===== config.mk =====
export PLATFORM = sky130hd
export DESIGN_NAME = decoder_skid
export DESIGN_NICKNAME = d
export VERILOG_FILES = /design/src/rtl/decoder_skid_pkg.sv /design/src/rtl/skid_buffer_2.sv /design/src/rtl/decoder_skid.sv
export SDC_FILE = /design/constraint.sdc
export NUM_CORES = 1
export LEC_CHECK = 0
export CAP_MARGIN = 5
export CORE_ASPECT_RATIO = 1.2
export CORE_UTILIZATION = 32
export CTS_BUF_LIST = sky130_fd_sc_hd__clkbuf_8
export CTS_CLUSTER_SIZE = 12
export DETAILED_ROUTE_END_ITERATION = 12
export PLACE_DENSITY_LB_ADDON = 0.05
export SETUP_SLACK_MARGIN = 0.3
export SYNTH_ARGS = -nofsm -noshare
export SYNTH_HDL_FRONTEND = slang
export SYNTH_SLANG_ARGS = --single-unit

===== constraint.sdc =====
create_clock -name clk -period 2.6 [get_ports clk]
set_input_delay 0.26 -clock clk [delete_from_list [all_inputs] [get_ports clk]]
set_output_delay 0.26 -clock clk [all_outputs]
set_load 0.01 [all_outputs]

===== src/rtl/decoder_skid_pkg.sv =====
// Shared types and the decode helper for the decoder_skid block.
package decoder_skid_pkg;

  localparam int unsigned MAX_N  = 256;
  localparam int unsigned MAX_IW = 8;

  typedef enum logic [1:0] {EMPTY, ONE, FULL} skid_state_t;

  // Result layout: bit 0 is the out-of-range flag, bit i+1 is onehot[i].
  // A caller truncates with (N+1)'(...) and gets {onehot[N-1:0], err}
  // directly, which is also the skid-buffer payload layout.
  function automatic logic [MAX_N:0] onehot_decode(input logic [MAX_IW-1:0] index,
                                                  input int unsigned     n);
    logic [MAX_N:0] r;
    logic [8:0]     pos;
    r   = '0;
    pos = {1'b0, index} + 9'd1;
    if (32'(index) < n) r[pos] = 1'b1;
    else                r[0]   = 1'b1;
    return r;
  endfunction

endpackage


===== src/rtl/skid_buffer_2.sv =====
// Generic 2-entry valid/ready buffer, strict FIFO order.
// state | meaning
// EMPTY | no entry held, m_valid low
// ONE   | head entry valid, tail unused
// FULL  | head and tail valid, upstream stalled
// s_ready comes from its own flop so m_ready never reaches s_ready combinationally.
module skid_buffer_2
  import decoder_skid_pkg::*;
#(
  parameter int unsigned W = 9
) (
  input  logic         clk,
  input  logic         rst_n,
  input  logic         s_valid,
  output logic         s_ready,
  input  logic [W-1:0] s_data,
  output logic         m_valid,
  input  logic         m_ready,
  output logic [W-1:0] m_data
);

  skid_state_t  state_q, state_d;
  logic [W-1:0] head_q, head_d;
  logic [W-1:0] tail_q, tail_d;
  logic         s_ready_q;
  logic         push, pop;

  assign push    = s_valid && s_ready_q;
  assign m_valid = (state_q != EMPTY);
  assign pop     = m_valid && m_ready;
  assign s_ready = s_ready_q;
  assign m_data  = head_q;

  // State, storage and registered ready; everything clears on reset.
  always_ff @(posedge clk or negedge rst_n) begin
    if (!rst_n) begin
      state_q   <= EMPTY;
      head_q    <= '0;
      tail_q    <= '0;
      s_ready_q <= 1'b0;
    end else begin
      state_q   <= state_d;
      head_q    <= head_d;
      tail_q    <= tail_d;
      s_ready_q <= (state_d != FULL);
    end
  end

  // Occupancy transitions and entry moves; head is always the oldest entry.
  always_comb begin
    state_d = state_q;
    head_d  = head_q;
    tail_d  = tail_q;
    case (state_q)
      EMPTY: begin
        if (push) begin
          state_d = ONE;
          head_d  = s_data;
        end
      end
      ONE: begin
        if (push && pop) begin
          head_d = s_data;
        end else if (push) begin
          state_d = FULL;
          tail_d  = s_data;
        end else if (pop) begin
          state_d = EMPTY;
        end
      end
      FULL: begin
        if (pop) begin
          state_d = ONE;
          head_d  = tail_q;
        end
      end
      default: state_d = EMPTY;
    endcase
  end

endmodule


===== src/rtl/decoder_skid.sv =====
// Registered binary-to-one-hot decoder behind a 2-entry skid buffer,
// with a saturating counter of accepted out-of-range indices.
module decoder_skid
  import decoder_skid_pkg::*;
#(
  parameter int unsigned N         = 8,
  parameter int unsigned ERR_CNT_W = 8
) (
  input  logic                       clk,
  input  logic                       rst_n,
  input  logic                       s_valid,
  output logic                       s_ready,
  input  logic [$clog2(N)-1:0]       s_index,
  output logic                       m_valid,
  input  logic                       m_ready,
  output logic [N-1:0]               m_onehot,
  output logic                       m_err,
  output logic [ERR_CNT_W-1:0]       err_cnt,
  input  logic                       clr_err
);

  localparam int unsigned IW = $clog2(N);

  logic [N:0]           dec_beat;
  logic [N:0]           buf_beat;
  logic [ERR_CNT_W-1:0] err_cnt_q, err_cnt_d;
  logic                 s_hs;

  // Payload is {onehot, err}; out-of-range beats travel with onehot = 0.
  assign dec_beat = (N+1)'(onehot_decode(MAX_IW'(s_index), N));
  assign s_hs     = s_valid && s_ready;

  skid_buffer_2 #(
    .W (N + 1)
  ) u_skid (
    .clk     (clk),
    .rst_n   (rst_n),
    .s_valid (s_valid),
    .s_ready (s_ready),
    .s_data  (dec_beat),
    .m_valid (m_valid),
    .m_ready (m_ready),
    .m_data  (buf_beat)
  );

  assign m_onehot = buf_beat[N:1];
  assign m_err    = buf_beat[0];
  assign err_cnt  = err_cnt_q;

  // Error counter register.
  always_ff @(posedge clk or negedge rst_n) begin
    if (!rst_n) err_cnt_q <= '0;
    else        err_cnt_q <= err_cnt_d;
  end

  // Clear wins over an increment in the same cycle; increments stop at all-ones.
  always_comb begin
    err_cnt_d = err_cnt_q;
    if (clr_err) begin
      err_cnt_d = '0;
    end else if (s_hs && dec_beat[0] && (err_cnt_q != '1)) begin
      err_cnt_d = err_cnt_q + ERR_CNT_W'(1);
    end
  end

endmodule


-- Word level (Yosys, flattened, before mapping)
Cells that the tools add are included.
- output and inout bits: 19
- memories kept: 0
- RAM bits: 0
- register bits: 29
- input bits: 8
- latch bits: 0
- logic and storage cells: 43
- ROM bits: 0
- equal/unequal tests: 7
- $add $sub $neg: 2
- bitwise operators: 1
- div/mod/pow operators: 0
- magnitude comparators: 2
- mux-type cells: 14
- reductions and logical operators: 12
- $mul: 0
- shift operators: 0
- operator list (kind ; number):
    $mux W9 ; 3
    $pmux W9 S3 ; 1
    $mux W8 ; 2
    $lt A4 B10 Y1 const B ; 1
    $mux W2 ; 5
    $demux W1 S9 ; 1
    $add A8 B1 Y8 const B ; 1
    $ne A8 B8 Y1 const B ; 1
    $logic_and A1 B1 Y1 ; 6
    $pmux W2 S3 ; 1
    $add A3 B1 Y4 const B ; 1
    $ge A4 B1 Y1 const B ; 1
    $ne A2 B1 Y1 const B ; 2
    $ne A2 B2 Y1 const B ; 2
    $reduce_and A4 Y1 ; 1
    $reduce_bool A2 Y1 ; 2
    $reduce_and A3 Y1 ; 1
    $reduce_bool A3 Y1 ; 1
    $eq A2 B1 Y1 const B ; 1
    $eq A2 B2 Y1 const B ; 1
    $logic_not A2 Y1 ; 1
    $mux W1 ; 1
    $not A1 Y1 ; 1

-- Depth between registers and ports, before layout
Gate-level depths: netlist of the first run.
- depth in word-level cells: 9
- mapped depth: 5
- depth with buffers taken out: 3

-- Cells and area by module
Synthesis of the first run repeated with hierarchy kept, for this count alone.
- cell total of the unflattened synthesis: 91
- area total of the unflattened synthesis: 1295.0 um^2
- by module, submodules not included (module ; sequential area each (um^2) ; area an instance (um^2) ; instances ; cells each):
    skid_buffer_2 ; 525.5 ; 973.4 ; 1 ; 66
    decoder_skid ; 200.2 ; 321.6 ; 1 ; 25

-- Least setup slack after synthesis of the first run
No wires, ideal clock.
- kind: register to register
- from: register u_skid.s_ready_q (netlist: u_skid.s_ready)
- to: register u_skid.head_q[1] (netlist: u_skid.m_data[1])
- setup time: 125 ps
- stages on the path, launching flop included: 4
- period minus slack after synthesis: 1482 ps
- path buffers: 0
- arrival: 1358 ps
- required time: 2475 ps
- setup slack: 1118 ps
- cell sequence: dfrtp_1 -> nand2_1 -> o31ai_4 -> mux2_2
- word-level cells in the longest chain between the ends: 4
- elaborated cells between the ends (all ways): 5
- classes of those cells: 2 x eq/ne; 3 x reduce/logical
- ends and longest elaborated chain (element ; line ; RTL):
    from (decl) ; skid_buffer_2.sv:25 ; logic s_ready_q;
    from (signal assigned) ; skid_buffer_2.sv:45 ; s_ready_q <= (state_d != FULL);
    $logic_and A1 B1 Y1 * ; skid_buffer_2.sv:28 ; assign push = s_valid && s_ready_q;
    $logic_and A1 B1 Y1 ; skid_buffer_2.sv:62 ; if (push && pop) begin
    $ne A2 B1 Y1 (no line) ; - ;
    $reduce_and A4 Y1 (no line) * ; - ;
    to (signal assigned) ; skid_buffer_2.sv:38 ; head_q <= '0;
    to (signal assigned) ; skid_buffer_2.sv:43 ; head_q <= head_d;
    to (decl) ; skid_buffer_2.sv:23 ; logic [W-1:0] head_q, head_d;
Every way passes the cells marked *; elsewhere a longest branch is shown, timed or not.
A chain may end at the register's enable or synchronous reset.

-- Final worst setup path of the first run
- from: register u_skid.state_q[1]
- to: output m_valid
- word-level cells in the longest chain between the ends: 1
- ends and longest elaborated chain (element ; line ; RTL):
    from (decl) ; skid_buffer_2.sv:22 ; skid_state_t state_q, state_d;
    from (signal assigned) ; skid_buffer_2.sv:42 ; state_q <= state_d;
    $reduce_bool A2 Y1 ; skid_buffer_2.sv:29 ; assign m_valid = (state_q != EMPTY);
    to (decl) ; decoder_skid.sv:14 ; output logic m_valid,
No other way between the ends.

==> impl_metrics.json, run 1 <==
{
  "place_area_sq_mm": 0.00158,
  "fmaxAchievable_ghz": 0.542,
  "cts_inserted_buffers": 5,
  "max-clock-path-buffers": 2,
  "remaining_number_of_nets_flagged_by_the_antenna_check_after_routing": 0,
  "post_cts_clock_slew_at_the_launch_and_capture_registers_of_the_worst_setup_and_hold_paths_ps": 60,
  "synth_flop_cell": "dfrtp_1",
  "post-dp-hpwl_um": 1520,
  "area_contributors_post_synth": "dfrtp_1 58%, mux2_2 21%, nor2b_1 4.5%, and3b_1 2.1%, nor3b_1 1.8%",
  "switching_share_pct": 27.0,
  "seqPwrFrac_pct": 46.6,
  "cts_repair_resize_count": 0,
  "buffer_ports.inserted": 26,
  "dieWidth_um": 59.2,
  "cell_at_the_root_of_the_clock_tree": "clkbuf_8",
  "antenna_cells_inserted": 0,
  "vias_per_cell": 4.48,
  "wire_length_of_the_first_global_routing_pass_um": 3880,
  "r2r_setup_slack_ps": 870,
  "rsz_0062_raised_after_global_routing": "no",
  "drt_first_pass_iters": 2,
  "synth.largest_area_cell": "dfrtp_1",
  "worstSetupEndpointType": "output port",
  "cts_tree": "built",
  "synth.distinct_cells": 21,
  "post-route-cell-area_sq_mm": 0.00166,
  "post_synth_edffs": 0,
  "worstPathArrival_ps": 1580,
  "remaining_drc_errors": 0,
  "clock_latency_ps": 270,
  "drv_cap": 0,
  "power.density_mw_per_mm2": 770,
  "total_net_switching_power_mw": 0.346,
  "mostFrequentLayoutCell": "dfrtp_1",
  "worst_setup_start_kind": "register",
  "layout.core_utilization_pct": 45.0,
  "power.share.combinational_pct": 26.8,
  "worst-slew-pin-transition_ps": 538,
  "routedWlPerCell_um": 13.0,
  "gp_routability_congestion": 0.656,
  "p_leak_nw": 0.766,
  "drt_first_iter_violations": 45,
  "first_global_vias": 844,
  "initial_utilization_pct": 34.0,
  "antenna_found_initial": 0,
  "core_area_sq_mm": 0.00369,
  "post_cts_buffers": 0,
  "clkPwrFrac_pct": 26.6,
  "mappedNetlistArea_sq_mm": 0.00126,
  "grt_max_degree": 30,
  "period_minus_slack_ps": 1840,
  "ios": 27,
  "ys_async_sr_fraction_pct": 100,
  "status": "finished clean",
  "timing.hold.worst.class": "in2async",
  "vias": 779,
  "drv_slew": 0,
  "final_cell_mix": "29 x dfrtp_1, 26 x clkdlybuf4s50_1, 24 x mux2_2, 9 x nor2b_1, 5 x clkbuf_8",
  "cts_htree_levels": 2,
  "clock_skew_after_layout_ps": 3.78,
  "slew_hr_pct": 64.1,
  "syn-instance-count": 89,
  "area_growth_pct": 32.2,
  "nets": 129,
  "synth-seq-area-share_pct": 57.7,
  "setup_violations": 0,
  "n_fill_cell": 365,
  "grt_usage_pct": 12.6,
  "cts_sinks": 29,
  "layout-drive-gt1-share_pct": 30.3,
  "synth.net_count": 97,
  "fp.dieArea_sq_mm": 0.00419,
  "cts_hold_repair.buffers": 0,
  "synth-warning-count": 0,
  "worstSetupPathType": "reg2out",
  "timing.setup.tns_ps": 0,
  "ir_worst_vdd_uv": 391,
  "grt_overflow": 0,
  "final_hold_viol_count": 0,
  "die-height_um": 70.7,
  "synth.top_cell.area_share_pct": 57.7,
  "totalWireLength_um": 2270,
  "timing.reg2reg.worst_path_depth": 3,
  "synth-seq-cells": 29,
  "cellInternalPower_mw": 0.933,
  "timing.critical_path.fanout_max": 9,
  "critical_path_required_ps": 2340,
  "fin_crit_sh_pct": 70.9,
  "average_size_of_a_mapped_cell_sq_um": 14.1,
  "row_count": 24
}
cells by family (layout without fill, tap and decap cells):
group	after synthesis	count (layout)	synth area share, %
compound gates	5	5	3.98
buf+inv	4	37	1.39
flops	29	29	57.7
mux	25	25	22.3
simple gates	26	26	14.6
stage by stage:
stage               hold WS, ps  power (mW)  std cells  worst slack (ps)
floorplan                 -35.6       0.802         89              1120
global placement            482       0.948        166               522
detailed placement          484       0.956        166               489
CTS                         377        1.31        174               743
global route                390        1.37        174               668
finish                      371        1.28        174               756
sequential cells by signal (all words and copies together), names as in the netlist:
name / flops
u_skid.state_q: 2
err_cnt: 8
u_skid.s_ready: 1
u_skid.m_data: 9
u_skid.tail_q: 9
power by group through the flow:
stage / registers, mW / clock network, mW / logic, mW
floorplan: 0.606 / 0 / 0.196
global placement: 0.603 / 0 / 0.345
detailed placement: 0.606 / 0 / 0.350
CTS: 0.598 / 0.360 / 0.350
global route: 0.613 / 0.380 / 0.373
finish: 0.597 / 0.340 / 0.343
Yosys cell counts (2+ instances only):
| library cell | instances |
|---|---|
| buf_2 | 2 |
| and3b_1 | 3 |
| nor3b_1 | 3 |
| dfrtp_1 | 29 |
| inv_1 | 2 |
| nand2_1 | 3 |
| o22ai_1 | 2 |
| mux2_2 | 24 |
| nor2b_1 | 9 |
worst max-delay path: stages, from the launching register on:
cell and delay [ps]:
dfrtp_1 500, or2_2 340, clkdlybuf4s50_1 470
final cells by class:
class / instances / area [sq um] / share of cell area (%)
clock buffers: 5 / 68.8 / 4.14
well taps: 52 / 65.1 / 3.91
multi-input cells: 56 / 514 / 30.9
flip-flops and latches: 29 / 726 / 43.6
clock inverters: 3 / 13.8 / 0.828
inverters: 2 / 7.51 / 0.451
repair buffers: 27 / 268 / 16.1
routing by layer:
metal / up-vias / wire, um / track usage [%]
li1: 374 / - / -
met1: 383 / 1080 / 15.3
met2: 18 / 1050 / 19.2
met3: 4 / 104 / 5.12
met4: 0 / 34 / 5.56
met5: - / 0 / 0
worst paths after layout:
kind / startpoint / end
hold / removal: rst_n / u_skid.tail_q[8]
setup / recovery: u_skid.state_q[1] / m_valid
min in group clk: err_cnt[3] / err_cnt[3]
max in group asynchronous: rst_n / err_cnt[1]
setup reg to reg: u_skid.state_q[1] / u_skid.m_data[3]
hold reg to reg: err_cnt[3] / err_cnt[3]
(Power assumes the default switching activity.)
==> inputs of run 2 (changes only) <==
==> constraint.sdc (replaced) <==
create_clock -name clk -period 1.5 [get_ports clk]
set_input_delay 0.15 -clock clk [delete_from_list [all_inputs] [get_ports clk]]
set_output_delay 0.15 -clock clk [all_outputs]
set_load 0.01 [all_outputs]
==> run 2 against run 1 <==
  * Sequential power increased by 71%
  * Sequential cell count unchanged
  * Clock power increased by 69%
  * Register-to-register slack got worse by 830 ps
  * Critical endpoint is now u_skid.m_data[1]
  * Via count increased by 5.3%
  * Global-route usage increased by 0.60 points
  * Sequential share of layout area decreased by 2.8 points
  * Die area unchanged
  * Critical path depth increased by 2
  * Cell count increased by 6.9%
==> impl_metrics.json, run 2 (synthesis gave the netlist of run 1 again) <==
{
  "status": "finished clean",
  "antenna_found_initial": 0,
  "gp_routability_congestion": 0.675,
  "cts_hold_repair.buffers": 0,
  "routedWlPerCell_um": 12.6,
  "post-route-cell-area_sq_mm": 0.00178,
  "buffer_ports.inserted": 26,
  "drv_cap": 0,
  "dieWidth_um": 59.2,
  "placed_cells": 176,
  "wire_length_of_the_first_global_routing_pass_um": 3970,
  "cell_at_the_root_of_the_clock_tree": "clkbuf_8",
  "first_global_vias": 859,
  "final_cell_mix": "29 x dfrtp_1, 22 x mux2_2, 18 x dlygate4sd2_1, 9 x nor2b_1, 8 x buf_4",
  "rsz_0062_raised_after_global_routing": "yes",
  "grt_usage_pct": 13.2,
  "post-dp-hpwl_um": 1610,
  "timing.critical_path.fanout_max": 9,
  "power.density_mw_per_mm2": 1310,
  "drv_slew": 0,
  "period_minus_slack_ps": 1460,
  "slew_hr_pct": 75.4,
  "worstSetupPathType": "reg2reg",
  "cts_htree_levels": 2,
  "worstPathArrival_ps": 1620,
  "max-clock-path-buffers": 2,
  "area_growth_pct": 41.4,
  "totalWireLength_um": 2340,
  "timing.critical_path.slowest_stage_cell": "dfrtp_1",
  "ios": 27,
  "fin_crit_sh_pct": 97.4,
  "cp_cell_sequence": "and2b_2, o31ai_4, buf_12, mux2_2",
  "finish.cell_count_without_fillers": 186,
  "ir_worst_vdd_uv": 578,
  "clock_skew_after_layout_ps": 3.15,
  "worst-slew-pin-transition_ps": 369,
  "critical_path_required_ps": 1660,
  "grt_overflow": 0,
  "die-height_um": 70.7,
  "vias": 820,
  "fmaxAchievable_ghz": 0.684,
  "row_count": 24,
  "cp_slowest_stage_delay_ps": 400,
  "p_leak_nw": 0.919,
  "timing.hold.worst.class": "in2async",
  "clock_latency_ps": 280,
  "worstSetupEndpointType": "register",
  "place_area_sq_mm": 0.00169,
  "layout-drive-gt1-share_pct": 36.6,
  "remaining_number_of_nets_flagged_by_the_antenna_check_after_routing": 0,
  "core_area_sq_mm": 0.00369,
  "drt_first_pass_iters": 2,
  "cts_sinks": 29,
  "remaining_drc_errors": 0,
  "antenna_cells_inserted": 0,
  "nets": 141,
  "vias_per_cell": 4.41,
  "grt_max_degree": 30,
  "post_cts_clock_slew_at_the_launch_and_capture_registers_of_the_worst_setup_and_hold_paths_ps": 60,
  "drt_first_iter_violations": 23,
  "fp.dieArea_sq_mm": 0.00419,
  "cts_inserted_buffers": 5,
  "setup_violations": 0,
  "cts_tree": "built",
  "initial_utilization_pct": 34.0,
  "mostFrequentLayoutCell": "dfrtp_1",
  "final_hold_viol_count": 0,
  "worst_setup_start_kind": "register"
}
## run 2: cell types whose count changed in the layout (fill, tap and decap cells not counted), sizes merged
cell,delta
buf,+13
clkdlybuf4s50,-19
clkinv,-2
dlygate4sd2,+18
inv,+2
## run 2: final cells by class
cell class / count / area (sq um)
inverters: 2 / 7.51
multi-input cells: 56 / 527
fillers: 362 / 1920
repair buffers: 39 / 373
flip-flops and latches: 29 / 726
clock inverters: 3 / 11.3
well taps: 52 / 65.1
clock buffers: 5 / 68.8
## run 2: final timing paths
| kind | startpoint | slack, ps | depth (start not counted) | endpoint |
|---|---|---|---|---|
| min in group clk | err_cnt[6] | 490 | 1 | err_cnt[6] |
| max in group asynchronous | rst_n | 970 | 2 | err_cnt[0] |
| hold / removal | rst_n | 260 | 2 | u_skid.tail_q[4] |
| setup / recovery | u_skid.state_q[0] | 40 | 4 | u_skid.m_data[1] |
| setup reg to reg | u_skid.state_q[0] | 40 | 4 | u_skid.m_data[1] |
| hold reg to reg | err_cnt[6] | 490 | 1 | err_cnt[6] |
## run 2: what timing repair did
action | 4_1_cts | 5_1_grt
setup buffers | 1 | 1
gates resized for setup | 22 | 5
endpoints found under the setup margin | 36 | 20
pin swaps | 0 | 1
## run 2: layer usage
metal  part of all wire, %  GRT usage [%]
met2                    49           20.3
met5                     0              0
met3                   4.4           6.22
met4                   2.7           7.94
met1                    44           14.4
## run 2: metrics by stage
step	hold slack (ps)	total power [mW]	util, %	setup WS [ps]	TNS, ps
after detailed placement	486	1.78	45.8	-219	-3160
after global routing	283	2.48	48.1	-9.09	-24.8
final	260	2.34	48.1	38.4	0
after floorplan	-146	1.41	-	48.1	0
after CTS	274	2.32	47.4	33.5	0
after global placement	482	1.77	45.8	-195	-2920
## run 2: power by group
group,total [mW],internal [mW],switching (mW)
clock network,0.574,0.308,0.266
registers,1.02,0.939,0.0854
logic,0.738,0.464,0.274
## run 2: worst max-delay path: cells and delay by family (launching register included)
family	cells	cell delay (ps)
flops	1	400
mux	1	320
simple gates	1	240
compound gates	1	210
buf+inv	1	170
